## config.mk

```make
export PLATFORM = sky130hd
export DESIGN_NAME = fetch_stage
export DESIGN_NICKNAME = d
export VERILOG_FILES = /design/src/rtl/fetch_stage.sv
export SDC_FILE = /design/constraint.sdc
export NUM_CORES = 1
export LEC_CHECK = 0
export ABC_CLOCK_PERIOD_IN_PS = 8200
export CAP_MARGIN = 20
export CELL_PAD_IN_SITES_DETAIL_PLACEMENT = 1
export CELL_PAD_IN_SITES_GLOBAL_PLACEMENT = 1
export CORE_UTILIZATION = 43
export CTS_CLUSTER_SIZE = 40
export DETAILED_ROUTE_END_ITERATION = 7
export GPL_TIMING_DRIVEN = 0
export PLACE_DENSITY_LB_ADDON = 0.1
export SETUP_SLACK_MARGIN = 0.05
export SLEW_MARGIN = 20
export SYNTH_ARGS = -nofsm -noshare
export SYNTH_HDL_FRONTEND = slang
export SYNTH_SLANG_ARGS = --single-unit
```

## constraint.sdc

```tcl
create_clock -name clk -period 8.2 [get_ports clk]
set_input_delay 1.23 -clock clk [delete_from_list [all_inputs] [get_ports clk]]
set_output_delay 1.23 -clock clk [all_outputs]
set_load 0.1 [all_outputs]
```

## src/rtl/fetch_stage.sv

```systemverilog
// fetch_stage: instruction fetch in front of decode.
// Holds the fetch PC, issues word requests over a request/grant bus with
// in-order responses, tags each request with its address, and buffers the
// returned words in a 2-entry FIFO presented to decode as valid/ready.
// A redirect reloads the PC, empties the FIFO and marks every response
// still in flight for discard.
module fetch_stage #(
  parameter int              PC_W     = 32,
  parameter logic [PC_W-1:0] RESET_PC = '0,
  parameter int              DEPTH    = 2
) (
  input  logic            clk,
  input  logic            rst_n,
  output logic            imem_req,
  output logic [PC_W-1:0] imem_addr,
  input  logic            imem_gnt,
  input  logic            imem_rvalid,
  input  logic [31:0]     imem_rdata,
  input  logic            redirect,
  input  logic [PC_W-1:0] redirect_pc,
  output logic            inst_valid,
  output logic [31:0]     inst,
  output logic [PC_W-1:0] inst_pc,
  input  logic            id_ready
);

  // Credit limit on requests in flight plus words buffered. The FIFO, tag
  // queue and 1-bit pointers below are sized for exactly two entries.
  localparam logic [2:0] CREDITS = 3'(DEPTH);

  // Fetch address and in-flight bookkeeping.
  logic [PC_W-1:0] pc;
  logic [1:0]      outstanding;
  logic [1:0]      drop;
  logic [1:0]      outstanding_next;

  // Address tags of granted requests, consumed in response order.
  logic [PC_W-1:0] tag_q [2];
  logic            tag_wr;
  logic            tag_rd;

  // Instruction FIFO towards decode.
  logic [31:0]     fifo_inst [2];
  logic [PC_W-1:0] fifo_pc   [2];
  logic            fifo_wr;
  logic            fifo_rd;
  logic [1:0]      count;
  logic [1:0]      count_next;

  // Per-cycle events.
  logic            credit_ok;
  logic            grant;
  logic            resp_ok;
  logic            resp_keep;
  logic            push;
  logic            pop;

  // The two low target bits are ignored: fetches are always word aligned.
  logic            unused_redirect_lsbs;
  assign unused_redirect_lsbs = ^redirect_pc[1:0];

  // Request gating: no request during reset or in a redirect cycle, and only
  // while in-flight plus buffered words leave room in the FIFO.
  always_comb begin
    credit_ok = ({1'b0, outstanding} + {1'b0, count}) < CREDITS;
    imem_req  = rst_n && !redirect && credit_ok;
    imem_addr = pc;
    grant     = imem_req && imem_gnt;
  end

  // Response and FIFO events. A response with nothing outstanding is a bus
  // protocol error and is ignored; a redirect cancels any push or pop.
  always_comb begin
    resp_ok   = imem_rvalid && (outstanding != 2'd0);
    resp_keep = resp_ok && (drop == 2'd0);
    push      = resp_keep && !redirect;
    pop       = inst_valid && id_ready && !redirect;
  end

  // Next in-flight count after this cycle's grant and response.
  always_comb begin
    outstanding_next = outstanding;
    if (grant && !resp_ok) begin
      outstanding_next = outstanding + 2'd1;
    end else if (!grant && resp_ok) begin
      outstanding_next = outstanding - 2'd1;
    end
  end

  // Next FIFO occupancy; a simultaneous push and pop leaves it unchanged.
  always_comb begin
    count_next = count;
    if (push && !pop) begin
      count_next = count + 2'd1;
    end else if (pop && !push) begin
      count_next = count - 2'd1;
    end
  end

  // Fetch PC: redirect target (word aligned) wins over the post-grant step;
  // the increment wraps naturally at the top of the address space.
  always_ff @(posedge clk or negedge rst_n) begin
    if (!rst_n) begin
      pc <= RESET_PC;
    end else if (redirect) begin
      pc <= {redirect_pc[PC_W-1:2], 2'b00};
    end else if (grant) begin
      pc <= pc + PC_W'(4);
    end
  end

  // In-flight request count.
  always_ff @(posedge clk or negedge rst_n) begin
    if (!rst_n) begin
      outstanding <= 2'd0;
    end else begin
      outstanding <= outstanding_next;
    end
  end

  // Discard counter: a redirect marks everything still in flight (after this
  // cycle's response) as stale; each stale response then burns one count.
  always_ff @(posedge clk or negedge rst_n) begin
    if (!rst_n) begin
      drop <= 2'd0;
    end else if (redirect) begin
      drop <= outstanding_next;
    end else if (resp_ok && (drop != 2'd0)) begin
      drop <= drop - 2'd1;
    end
  end

  // Tag queue pointers. Not flushed on redirect so tags stay paired with
  // the responses that are being discarded.
  always_ff @(posedge clk or negedge rst_n) begin
    if (!rst_n) begin
      tag_wr <= 1'b0;
      tag_rd <= 1'b0;
    end else begin
      if (grant) begin
        tag_wr <= ~tag_wr;
      end
      if (resp_ok) begin
        tag_rd <= ~tag_rd;
      end
    end
  end

  // Tag storage: remembers the address of each granted request.
  always_ff @(posedge clk) begin
    if (grant) begin
      tag_q[tag_wr] <= pc;
    end
  end

  // FIFO pointers and occupancy; a redirect empties the FIFO.
  always_ff @(posedge clk or negedge rst_n) begin
    if (!rst_n) begin
      fifo_wr <= 1'b0;
      fifo_rd <= 1'b0;
      count   <= 2'd0;
    end else if (redirect) begin
      fifo_wr <= 1'b0;
      fifo_rd <= 1'b0;
      count   <= 2'd0;
    end else begin
      if (push) begin
        fifo_wr <= ~fifo_wr;
      end
      if (pop) begin
        fifo_rd <= ~fifo_rd;
      end
      count <= count_next;
    end
  end

  // FIFO storage: instruction word paired with the tag of its request.
  always_ff @(posedge clk) begin
    if (push) begin
      fifo_inst[fifo_wr] <= imem_rdata;
      fifo_pc[fifo_wr]   <= tag_q[tag_rd];
    end
  end

  // Head presentation; data reads as zero whenever the FIFO is empty so no
  // stale word or address is ever shown to decode.
  always_comb begin
    inst_valid = (count != 2'd0);
    inst       = '0;
    inst_pc    = '0;
    if (inst_valid) begin
      inst    = fifo_inst[fifo_rd];
      inst_pc = fifo_pc[fifo_rd];
    end
  end

endmodule

```

* Yosys cells after proc, flatten, opt, wreduce, memory -nomap -nowiden
Memories as Yosys holds them, arrays and structs flattened. Index checks and enable logic that the tools add are counted.
Cells by class: add/sub/neg operators 7, $lt $le $gt $ge 1, multiplexer cells 19, bitwise gates (word level) 4, reductions and logical operators 27
Operator list (count):
- 32-bit 2-to-1 mux | 4
- 32-bit by 3-bit adder with 32-bit output (second input constant) | 1
- 2-bit 2-to-1 mux | 7
- 2-bit nonzero test | 7
- 1-bit logical AND | 13
- 1-bit 2-to-1 mux | 8
- 2-bit by 1-bit subtractor with 2-bit output (second input constant) | 3
- 1-bit zero test | 5
- 2-bit by 1-bit adder with 2-bit output (second input constant) | 2
- 1-bit inverter | 4
- 2-bit by 2-bit adder with 3-bit output | 1
- 3-bit by 2-bit less-than comparator with 1-bit output (second input constant) | 1
- 3-bit nonzero test | 1
- 2-bit zero test | 1
Word-level totals: register bits 42, bits in writable memories 192, input bits 70, output and inout bits 98, logic and storage cells 69, memories kept 3
Memory list:
- fifo_inst | words 2, width 32, rd ports 1, clocked after memory_dff 0, write ports 1, RTL line 43 | logic [31:0] fifo_inst [2];
- fifo_pc | words 2, width 32, rd ports 1, clocked after memory_dff 0, write ports 1, RTL line 44 | logic [PC_W-1:0] fifo_pc [2];
- tag_q | words 2, width 32, rd ports 1, clocked after memory_dff 0, write ports 1, RTL line 38 | logic [PC_W-1:0] tag_q [2];

* Logic depth before layout (Yosys ltp)
word-level depth 9, gate-level depth with buffers 9, gate-level depth less buffers 7

* Worst setup path after synthesis
OpenSTA, ideal clock, no wires.
kind input to register, from input redirect, to memory fifo_inst[1][0] (enable), library setup time 571 ps, data arrival time 6329 ps, data required time 7629 ps, setup slack 1300 ps, cell stages on the path 4, path buffers 3, cells stage by stage buf_6 -> clkbuf_1 -> buf_1 -> nor3b_1
Between the ends: cells in the longest elaborated chain, start to end 4
RTL lines:
- start, declared | RTL line 19 | input logic redirect,
- 1-bit zero test | RTL line 76 | push = resp_keep && !redirect;
- 1-bit logical AND | RTL line 76
- 1-bit 2-to-1 mux | RTL line 179 | if (push) begin
- 1-bit 2-to-1 mux (not written as such) | RTL line 180 | fifo_inst[fifo_wr] <= imem_rdata;
- end, declared | RTL line 43
No other way between the ends.

* Worst setup path in the final report
from input rst_n, to output imem_req
Between the ends: cells in the longest elaborated chain, start to end 2
RTL lines:
- start, declared | RTL line 13 | input logic rst_n,
- 1-bit logical AND (2 in series) | RTL line 66 | imem_req = rst_n && !redirect && credit_ok;
- end, declared | RTL line 14 | output logic imem_req,
No other way between the ends.

==> reports/qor.yml <==
final_layout:
  fin_util: 0.5762
  n_fill_cell: 2084
  layout_common_cells: "edfxtp_1, clkdlybuf4s50_1, nor2_1, mux2i_1, dfrtp_1"
  nNetsFinal: 912
  final_cell_area_sq_mm: 0.01215
  synthToLayoutAreaGrowth_pct: 31.33
  final_common_cell: "edfxtp_1"
  drive_gt1_frac: 0.1250
synth:
  seq_area_frac_synth: 0.7053
  synth_edf_count: 184
  synth_top_area_share: 0.5972
  yosysWarnings: 0
  ys_types: 52
  postSynthCellCount: 632
  syn_avg_cell_area_sq_um: 14.64
  syn_area_sq_mm: 0.009253
  yosys-top-cells-area: "edfxtp_1, dfrtp_1, mux2i_1"
  synth_top_area_cell: "edfxtp_1"
  ys_ff_latch: 224
  async_reset_ff_frac: 0.1786
  synth-main-ff-cell: "edfxtp_1"
route:
  route.detailed.drc: 0
  num_vias: 5972
  vias_per_cell: 5.276
  postRouteAntennaNets: 0
  wire_per_inst_um: 20.50
  postRouteWirelength_um: 23210
  dr.pass1.iters: 4
  drt_iter0_markers: 254
sta:
  skew_ns: 0.007949
  fin_crit_sh: 0.5717
  fmax_mhz: 213.3
  timing_hold_violations_final: 0
  finalSetupViolCount: 0
  rsz0062_at_grt: "false"
  slew_viol_final: 0
  final.min_clock_period_ns: 4.688
  slew-limit-headroom: 0.3097
  tightest_slew_ns: 1.032
die:
  die_h_um: 148.7
  die_w_um: 148.7
  dieArea_sq_mm: 0.02211
  core_sq_mm: 0.02109
  placementRows: 53
  io_pins: 168
  start_util: 0.4388
run_status:
  outcome: "completed"
clocking:
  cts-root-buf: "clkbuf_16"
  cts.clk_slew.worst_paths_ns: 0.06
  clkLatencyLatePin_ns: 0.51
  cts_buffers: 24
  clock_sinks: 224
  post_cts_buffers: 0
  cts_max_level: 1
  post_cts_resized: 0
  clk_path_buf_depth: 3
  cts_tree: "yes"
  hold_buffers: 0
placement:
  dpl.hpwl_um: 16410
  place_congestion: 0.8177
  place.port_buffers: 160
  placed_cell_area_sq_mm: 0.01142
setup_path:
  criticalPathCategory: "in -> out"
  critPathCaptureType: "primary output"
  critPathMaxFanout: 24
  critPathLaunchType: "input port"
  crit_required_ns: 6.97
  reg2reg_depth: 7
  regToRegSetupSlack_ns: 5.09
  r2r-start: "count[0]"
  r2r-end: "tag_q[0][12]"
  cp.arrival_ns: 3.46
global_route:
  grt_util_all_layers: 0.2117
  grt_overflow_total: 0
  grt_pass1_vias: 6409
  grt_max_degree: 25
  grt_pass1_wl_um: 35630
  grt_antenna_before_repair: 0
power:
  p_leak_nw: 4.202
  vdd_drop_max_mv: 0.1318
  cellPowerDensity_mw_per_mm2: 289.7
hold_path:
  hold_depth: 0
  worstHoldStart: "imem_addr[6]"
  hold-path-endpoint: "tag_q[1][6]"
  hold_path_class: "reg -> reg"
flow_run:
  drv_cap: 0
==> cells by family (layout without fill, tap and decap cells) <==
kind of cell    Yosys count  count (layout)  synth area share
xor+xnor                  9               9          0.008520
fa+ha+maj                 6               6          0.008520
flops                   224             224            0.7053
mux                      95              95            0.1068
compound gates           67              67           0.04990
buf+inv                  45             266           0.02339
simple gates            185             185           0.09709
other cells               1               5         0.0004053
==> cells in the mapped netlist (10+ instances only) <==
library cell / number
edfxtp_1: 184
nor2_1: 83
mux2i_1: 65
dfrtp_1: 40
nand2_1: 38
mux2_2: 30
o21ai_0: 24
clkbuf_1: 15
nand3_1: 13
inv_1: 10
nand4_1: 10
==> power breakdown <==
part           switching (mW)  internal, mW
registers              0.0761          1.37
clock network           0.428         0.582
logic                   0.752         0.313
total                    1.26          2.26
==> how the worst max path moves through the flow <==
stage | startpoint | endpoint | cells past startpoint
finish | rst_n | imem_req | 4
floorplan | redirect | fifo_inst[1][0] | 4
detailed placement | rst_n | imem_req | 4
global route | rst_n | imem_req | 4
global placement | imem_rvalid | fifo_inst[1][30] | 4
CTS | rst_n | imem_req | 4
==> metrics by stage <==
step                      cells  hold WS, ns  total power, mW  setup WS, ns  setup TNS (ns)
after floorplan             635       0.4608            2.229         1.300               0
after global placement     1070       0.4747            2.494        -2.073         -221.12
after detailed placement   1087       0.5110            2.535         3.500               0
after CTS                  1131       0.5393            3.551         3.484               0
after global routing       1131       0.5566            3.648         3.382               0
final                      1132       0.5249            3.521         3.512               0
==> worst max-delay path, cell delays in order <==
cell and delay (ns):
buf_2 0.40, buf_12 0.25, nor4b_4 0.35, clkdlybuf4s50_1 1.21
==> state kept, by name, summed over array words and instances, names as in the netlist <==
register and cells:
fifo_inst 64, fifo_pc 60, tag_q 60, imem_addr 30
count 2, drop 2, outstanding 2, fifo_rd 1
fifo_wr 1, tag_rd 1, tag_wr 1
==> area by class of cell <==
cell class | count | area, sq um | area share
tap | 275 | 344.1 | 0.02832
clock buffer | 39 | 698.2 | 0.05745
clock inverter | 5 | 30.03 | 0.002471
sequential | 224 | 6526 | 0.5371
antenna | 1 | 2.502 | 0.0002059
timing repair buffer | 177 | 1792 | 0.1474
buffer | 35 | 178.9 | 0.01472
inverter | 10 | 37.54 | 0.003089
multi-input combinational | 366 | 2542 | 0.2092
==> layer usage <==
metal | share of wire | track usage
met1 | 0.42 | 0.2610
met2 | 0.51 | 0.3757
met3 | 0.050 | 0.03528
met4 | 0.027 | 0.07062
met5 | 0 | 0
Power figures use the tool's default switching activity.
